File: src/rtl/reset_sequencer.sv
// rtl/reset_sequencer.sv - multi-channel reset release sequencer; optional ack handshake via RSTSEQ_ACK_EN
`timescale 1ns/1ps
module reset_sequencer #(
  parameter int CHANNELS    = 4,
  parameter int SYNC_STAGES = 2,
  parameter int GAP_CYCLES  = 16,
  parameter int ACK_TIMEOUT = 255
) (
  input  logic                i_clk,
  input  logic                i_rst,
  input  logic                i_sw_rst,
  output logic [CHANNELS-1:0] o_rst_n,
  output logic                o_busy,
  output logic                o_done
`ifdef RSTSEQ_ACK_EN
  ,
  input  logic [CHANNELS-1:0] i_ack,
  output logic                o_timeout
`endif
);

  localparam int CNT_W = (GAP_CYCLES > 0) ? $clog2(GAP_CYCLES + 1) : 1;
  localparam int IDX_W = (CHANNELS > 1) ? $clog2(CHANNELS) : 1;
  localparam logic [CNT_W-1:0] GAP_LAST = CNT_W'((GAP_CYCLES > 0) ? GAP_CYCLES - 1 : 0);
  localparam logic [IDX_W-1:0] IDX_LAST = IDX_W'(CHANNELS - 1);

  typedef enum logic [2:0] {
    ST_SYNC,
    ST_GAP,
    ST_REL,
`ifdef RSTSEQ_ACK_EN
    ST_WAIT_ACK,
`endif
    ST_DONE
  } state_t;

  state_t                 state, state_d;
  logic [SYNC_STAGES-1:0] sync_q;
  logic [IDX_W-1:0]       idx, idx_d;
  logic [CNT_W-1:0]       cnt, cnt_d;
  logic [CHANNELS-1:0]    rst_n_d;
  logic                   busy_d, done_d;
  logic                   sync_drop;
  logic                   last_ch;

`ifdef RSTSEQ_ACK_EN
  localparam int TO_W = $clog2(ACK_TIMEOUT + 1);
  localparam logic [TO_W-1:0] TO_LAST = TO_W'(ACK_TIMEOUT - 1);
  logic [TO_W-1:0] tcnt, tcnt_d;
  logic            timeout_d;
  logic            to_hit;
  logic            ack_ok;
  // an ack for the current channel, or running out of patience, both end the wait
  assign to_hit = (tcnt == TO_LAST) && !i_ack[idx];
  assign ack_ok = i_ack[idx] || (tcnt == TO_LAST);
`endif

  // the chain output is about to fall on this edge: leave SYNC together with it
  assign sync_drop = sync_q[SYNC_STAGES-1] && !sync_q[SYNC_STAGES-2];
  assign last_ch   = (idx == IDX_LAST);

  // deassertion synchroniser: forced high asynchronously, shifts zeros in after release
  always_ff @(posedge i_clk or posedge i_rst) begin
    if (i_rst) sync_q <= '1;
    else       sync_q <= {sync_q[SYNC_STAGES-2:0], 1'b0};
  end

  // state register
  always_ff @(posedge i_clk or posedge i_rst) begin
    if (i_rst) state <= ST_SYNC;
    else       state <= state_d;
  end

  // next-state decode; a soft reset restarts from the gap without re-running the synchroniser
  always_comb begin
    state_d = state;
    if (i_sw_rst) begin
      state_d = ST_GAP;
    end else begin
      case (state)
        ST_SYNC: if (sync_drop) state_d = ST_GAP;
        ST_GAP:  if (cnt == GAP_LAST) state_d = ST_REL;
`ifdef RSTSEQ_ACK_EN
        ST_REL:      state_d = ST_WAIT_ACK;
        ST_WAIT_ACK: if (ack_ok) state_d = last_ch ? ST_DONE : ST_GAP;
`else
        ST_REL:  state_d = last_ch ? ST_DONE : ST_GAP;
`endif
        ST_DONE: state_d = ST_DONE;
        default: state_d = ST_SYNC;
      endcase
    end
  end

  // next values of counters and outputs; outputs themselves are always flop-driven
  always_comb begin
    idx_d   = idx;
    cnt_d   = '0;
    rst_n_d = o_rst_n;
    busy_d  = o_busy;
    done_d  = o_done;
`ifdef RSTSEQ_ACK_EN
    tcnt_d    = '0;
    timeout_d = o_timeout;
`endif
    if (i_sw_rst) begin
      idx_d   = '0;
      rst_n_d = '0;
      busy_d  = 1'b1;
      done_d  = 1'b0;
    end else begin
      case (state)
        ST_GAP: if (cnt != GAP_LAST) cnt_d = cnt + 1'b1;
        ST_REL: begin
          rst_n_d[idx] = 1'b1;
`ifndef RSTSEQ_ACK_EN
          if (last_ch) begin
            busy_d = 1'b0;
            done_d = 1'b1;
          end else begin
            idx_d = idx + 1'b1;
          end
`endif
        end
`ifdef RSTSEQ_ACK_EN
        ST_WAIT_ACK: begin
          if (ack_ok) begin
            if (to_hit) timeout_d = 1'b1;
            if (last_ch) begin
              busy_d = 1'b0;
              done_d = 1'b1;
            end else begin
              idx_d = idx + 1'b1;
            end
          end else begin
            tcnt_d = tcnt + 1'b1;
          end
        end
`endif
        default: ;
      endcase
    end
  end

  // counters and registered outputs; the async reset asserts every channel at once
  always_ff @(posedge i_clk or posedge i_rst) begin
    if (i_rst) begin
      idx     <= '0;
      cnt     <= '0;
      o_rst_n <= '0;
      o_busy  <= 1'b1;
      o_done  <= 1'b0;
`ifdef RSTSEQ_ACK_EN
      tcnt      <= '0;
      o_timeout <= 1'b0;
`endif
    end else begin
      idx     <= idx_d;
      cnt     <= cnt_d;
      o_rst_n <= rst_n_d;
      o_busy  <= busy_d;
      o_done  <= done_d;
`ifdef RSTSEQ_ACK_EN
      tcnt      <= tcnt_d;
      o_timeout <= timeout_d;
`endif
    end
  end

endmodule

File: config.mk
export PLATFORM = sky130hd
export DESIGN_NAME = reset_sequencer
export DESIGN_NICKNAME = d
export VERILOG_FILES = /design/src/rtl/reset_sequencer.sv
export SDC_FILE = /design/constraint.sdc
export NUM_CORES = 1
export LEC_CHECK = 0
export BUFFER_PORTS_ARGS = -buffer_cell sky130_fd_sc_hd__buf_2
export CAP_MARGIN = 20
export CELL_PAD_IN_SITES_DETAIL_PLACEMENT = 1
export CELL_PAD_IN_SITES_GLOBAL_PLACEMENT = 1
export CORE_MARGIN = 2
export CORE_UTILIZATION = 43
export DETAILED_ROUTE_END_ITERATION = 8
export PLACE_DENSITY_LB_ADDON = 0.1
export RECOVER_POWER = 25
export SYNTH_ARGS = -nofsm -noshare
export SYNTH_HDL_FRONTEND = slang
export SYNTH_SLANG_ARGS = --single-unit
File: constraint.sdc
create_clock -name i_clk -period 1.78 [get_ports i_clk]
set_input_delay 0.267 -clock i_clk [delete_from_list [all_inputs] [get_ports i_clk]]
set_output_delay 0.267 -clock i_clk [all_outputs]
set_load 0.03 [all_outputs]
* Yosys cells after proc, flatten, opt, wreduce, memory -nomap -nowiden *
Cells that the tools add are included.

operators by class
  add/subtract/negate cells = 2
  $lt $le $gt $ge = 2
  eq/ne operators = 9
  muxes and demuxes = 21
  bitwise logic cells = 1
  reduce and logical (&&, ||, !) cells = 9

operator list
  operator               count
  $mux W5                3
  $pmux W3 S4            1
  $mux W3                3
  $mux W2                4
  $mux W4                2
  $mux W1                7
  $eq A3 B2 Y1 const B   2
  $ne A3 B3 Y1 const B   2
  $reduce_and A2 Y1      3
  $add A5 B1 Y5 const B  1
  $eq A5 B4 Y1 const B   1
  $ne A5 B4 Y1 const B   1
  $or A4 B4 Y4           1
  $reduce_bool A2 Y1     2
  $eq A3 B1 Y1 const B   1
  $logic_not A3 Y1       1
  $lt A2 B3 Y1 const B   1
  $add A2 B1 Y2 const B  1
  $demux W1 S2           1
  $eq A2 B2 Y1 const B   1
  $ge A2 B1 Y1 const B   1
  $logic_and A1 B1 Y1    2
  $ne A2 B2 Y1 const B   1
  $logic_not A1 Y1       1

word-level totals
  register bits = 18
  input bits = 3
  output and inout port bits = 6
  logic and storage cells = 51

* Depth between registers and ports, before layout *
  depth after elaboration = 7
  depth in mapped cells = 4

* Worst setup path before layout *
OpenSTA, ideal clock, no wires.

  path type = register to register
  start = reg idx[0]
  end = reg idx[1]
  library setup time = 132 ps
  data arrival time = 1124 ps
  data required time = 1648 ps
  setup slack = 524 ps
  stages on the path, launching flop included = 5
  path through = dfrtp_1 > ha_1 > nor3b_2 > mux2i_1 > nor2_1

on the way
  word-level cells in the longest chain between the ends = 4
  elaborated cells between the ends (all ways) = 7

ends and longest elaborated chain
  element                   line  text
  start: declaration        39    logic [IDX_W-1:0] idx, idx_d;
  start signal: assignment  158   idx <= idx_d;
  $add A2 B1 Y2             121   idx_d = idx + 1'b1;
  $mux W2                   117   if (last_ch) begin
  $mux W2                   112   case (state)
  $mux W2                   106   if (i_sw_rst) begin

Parallel ways exist; a longest one is shown, timed or not. The select of a mux whose other input is x is not followed.
A chain may end at the register's enable or synchronous reset.

* Worst setup path in the final report *
Ends and elaborated chain as after synthesis.

==> results.md <==
* Status: complete, no violations
* WP data arrival at 1.54 ns
* Fin Clk Skew at about 0.0065 ns
* Worst Path Max Fanout at 5
* Commonest non-fill, non-tap cell in the layout: dfrtp_1
* Seq/Total Area, Yosys at 57.0%
* DRT iter0 DRCs at 6
* RSZ-0062 raised after global routing: no
* Post-detail-place hpwl at 1020 µm
* Port bufs at 8
* R2r endpoint: idx[1]
* Yosys warnings at 0
* Post-CTS Hold Buffers at 0
* Worst rel slew slack at about three fifths
* Yosys reg bits at 17
* Post-route insts no fill at 96
* First-pass GRT wire length at ~2400 µm
* Core Util, Final at roughly 50%
* Final GP Congestion at ~0.72
* Vias in the first global route at approximately 530
* Global route overflow at 0
* Antenna Violating Nets Remaining at 0
* Nets at about 90
* Fin. Hold Viols at 0
* FFs w/ async S/R, synth at 100%
* Worst-margin pin slew at 0.623 ns
* IO Pins at 9
* Initial Util at 44.6%
* Post-Syn Nets at 76
* DIE HEIGHT at about 46 µm
* HP Class: input port to async pin
* DR vias at just over 500
* WP data required at roughly 2 ns
* Cells after DPL at 92
* Reg-to-reg setup timing slack at 0.41 ns
* Num CTS Buffers at 3
* Leak Pwr at between 0.3 and 0.4 nW
* Core area at 1690 µm²
* CP startpoint kind: flip-flop
* Clock tree from TritonCTS: done
* Setup Buffers After CTS at 0
* Avg Inst Size Synth at approximately 11 µm²
* Final WL at approximately 1400 µm
* Root Buffer: clkbuf_4
* R2R cell count at 4
* Layout cell share with drive strength beyond 1 at between 20% and 30%
* Site row count at 15
* Number of flops mapped to enable cells by yosys at 0
* Max clock buf depth at 2
* WL per Instance at between 10 and 15 µm
* Die area at roughly 2100 µm²
* Vias per cell at 5.28
* Max-cap violation count at 0
* Initial antenna violation count at 0
* Pwr Total at slightly below 0.0007 W
* Max VDD drop at 0.000395 V
* Worst-path clk slew at approximately 0.10 ns
* Total GRT Usage at between 10% and 20%
* Most frequent cells in the layout: dfrtp_1 (14), nor2_1 (10), buf_2 (8), a21oi_1 (5), ha_1 (5)
* R2R Path Start: idx[0]
* Pin count of the biggest net entering global routing at 18
* FMAX at 0.732 GHz
* Critical path class: flip-flop to flip-flop
* Slew Viols, Final at 0
* Number of distinct library cells after synthesis at 24
* PD cells at 817 nW/µm²
* Area growth syn-to-layout at 11.3%
* Setup violators final at 0
* DRC viols at 0
* Fill cells at 184
* Crit path launch: idx[0]
* Mapped Area at 753 µm²
* Hold_ws at roughly 0.037 ns
* Post-synthesis cell count at between 60 and 70
* TNS Setup at 0 ns
* Ant. Diodes at 0
* Skew-Pair Late Insertion Delay at slightly below 0.3 ns
* Reg area at about 430 µm²
* Post-CTS sizing at 0
* Top FF cell, synth: dfrtp_1
* Crit end category: flip-flop
* Die W at around 46 µm
* Drt first pass iters at 5
* Multi-input logic area at a little over 300 µm²
* Sink Count at 17
* Final period util at roughly three quarters
* H-Tree Depth at 1
* Crit path time final at approximately 1.4 ns
-- registers in the layout (all words and copies together) (netlist names) --
register and cells:
cnt 5, idx 2, o_busy 1, o_done 1, o_rst_n 4, state 2
sync_q 2
-- cell usage after synthesis, types with 2 or more instances --
library cell	instances	share of area [%]
nand4b_1	2	2.3
nand3_1	2	1.3
xnor2_1	2	2.3
ha_1	5	8.3
inv_1	3	1.5
nor2_1	10	5.0
nor3b_2	2	3.3
and2_1	2	1.7
nand2b_1	3	2.5
a21oi_1	5	3.3
nand2_1	4	2.0
dfrtp_1	14	47
dfstp_2	3	10
-- cells by family after synthesis --
| family | synth area share [%] |
|---|---|
| AND/OR/NAND/NOR | 21.8 |
| flip-flops | 57.0 |
| AO/OA/AOI/OAI | 6.81 |
| adder cells (fa/ha/maj) | 8.31 |
| buffers and inverters | 1.99 |
| XOR/XNOR | 2.33 |
| other | 0.498 |
| multiplexers | 1.33 |
-- metrics by stage --
step / cell area [µm²] / worst slack [ns]
2_1_floorplan: 753 / 0.524
3_3_place_gp: 811 / 0.474
3_5_place_dp: 811 / 0.426
4_1_cts: 838 / 0.408
5_1_grt: 838 / 0.340
6_report: 838 / 0.414
-- final cells by class --
type | count | share of cell area [%]
flip-flops and latches | 17 | 51.2
multi-input cells | 47 | 36.9
repair buffers | 8 | 4.78
clock buffers | 3 | 2.69
well taps | 17 | 2.54
inverters | 3 | 1.34
clock inverters | 1 | 0.597
-- metal layers --
| layer | track usage (%) | routed length (µm) | vias up |
|---|---|---|---|
| met3 | 2.38 | 49 | 4 |
| met1 | 21.8 | 662 | 244 |
| met5 | 0 | 0 | - |
| met4 | 8.57 | 16 | 0 |
| li1 | - | - | 246 |
| met2 | 24.2 | 668 | 13 |
-- critical path: stages, from the launching register on --
cell     delay, ns
dfrtp_1       0.44
ha_1          0.29
nor3b_2       0.26
mux2i_1       0.21
nor2_1        0.05
-- power by group --
group | total, W | switching [W] | internal, W
Combinational | 0.0000607 | 0.0000360 | 0.0000247
Sequential | 0.000420 | 0.0000171 | 0.000403
Clock | 0.000204 | 0.000121 | 0.0000834
-- worst max path at each step --
stage | end | slack, ns | cells after the start
2_1_floorplan | idx[1] | 0.52 | 4
3_3_place_gp | idx[1] | 0.47 | 4
3_5_place_dp | idx[1] | 0.43 | 4
4_1_cts | idx[1] | 0.41 | 4
5_1_grt | idx[1] | 0.34 | 4
6_report | idx[1] | 0.41 | 4
No activity file was read; power rests on OpenSTA's default activity.
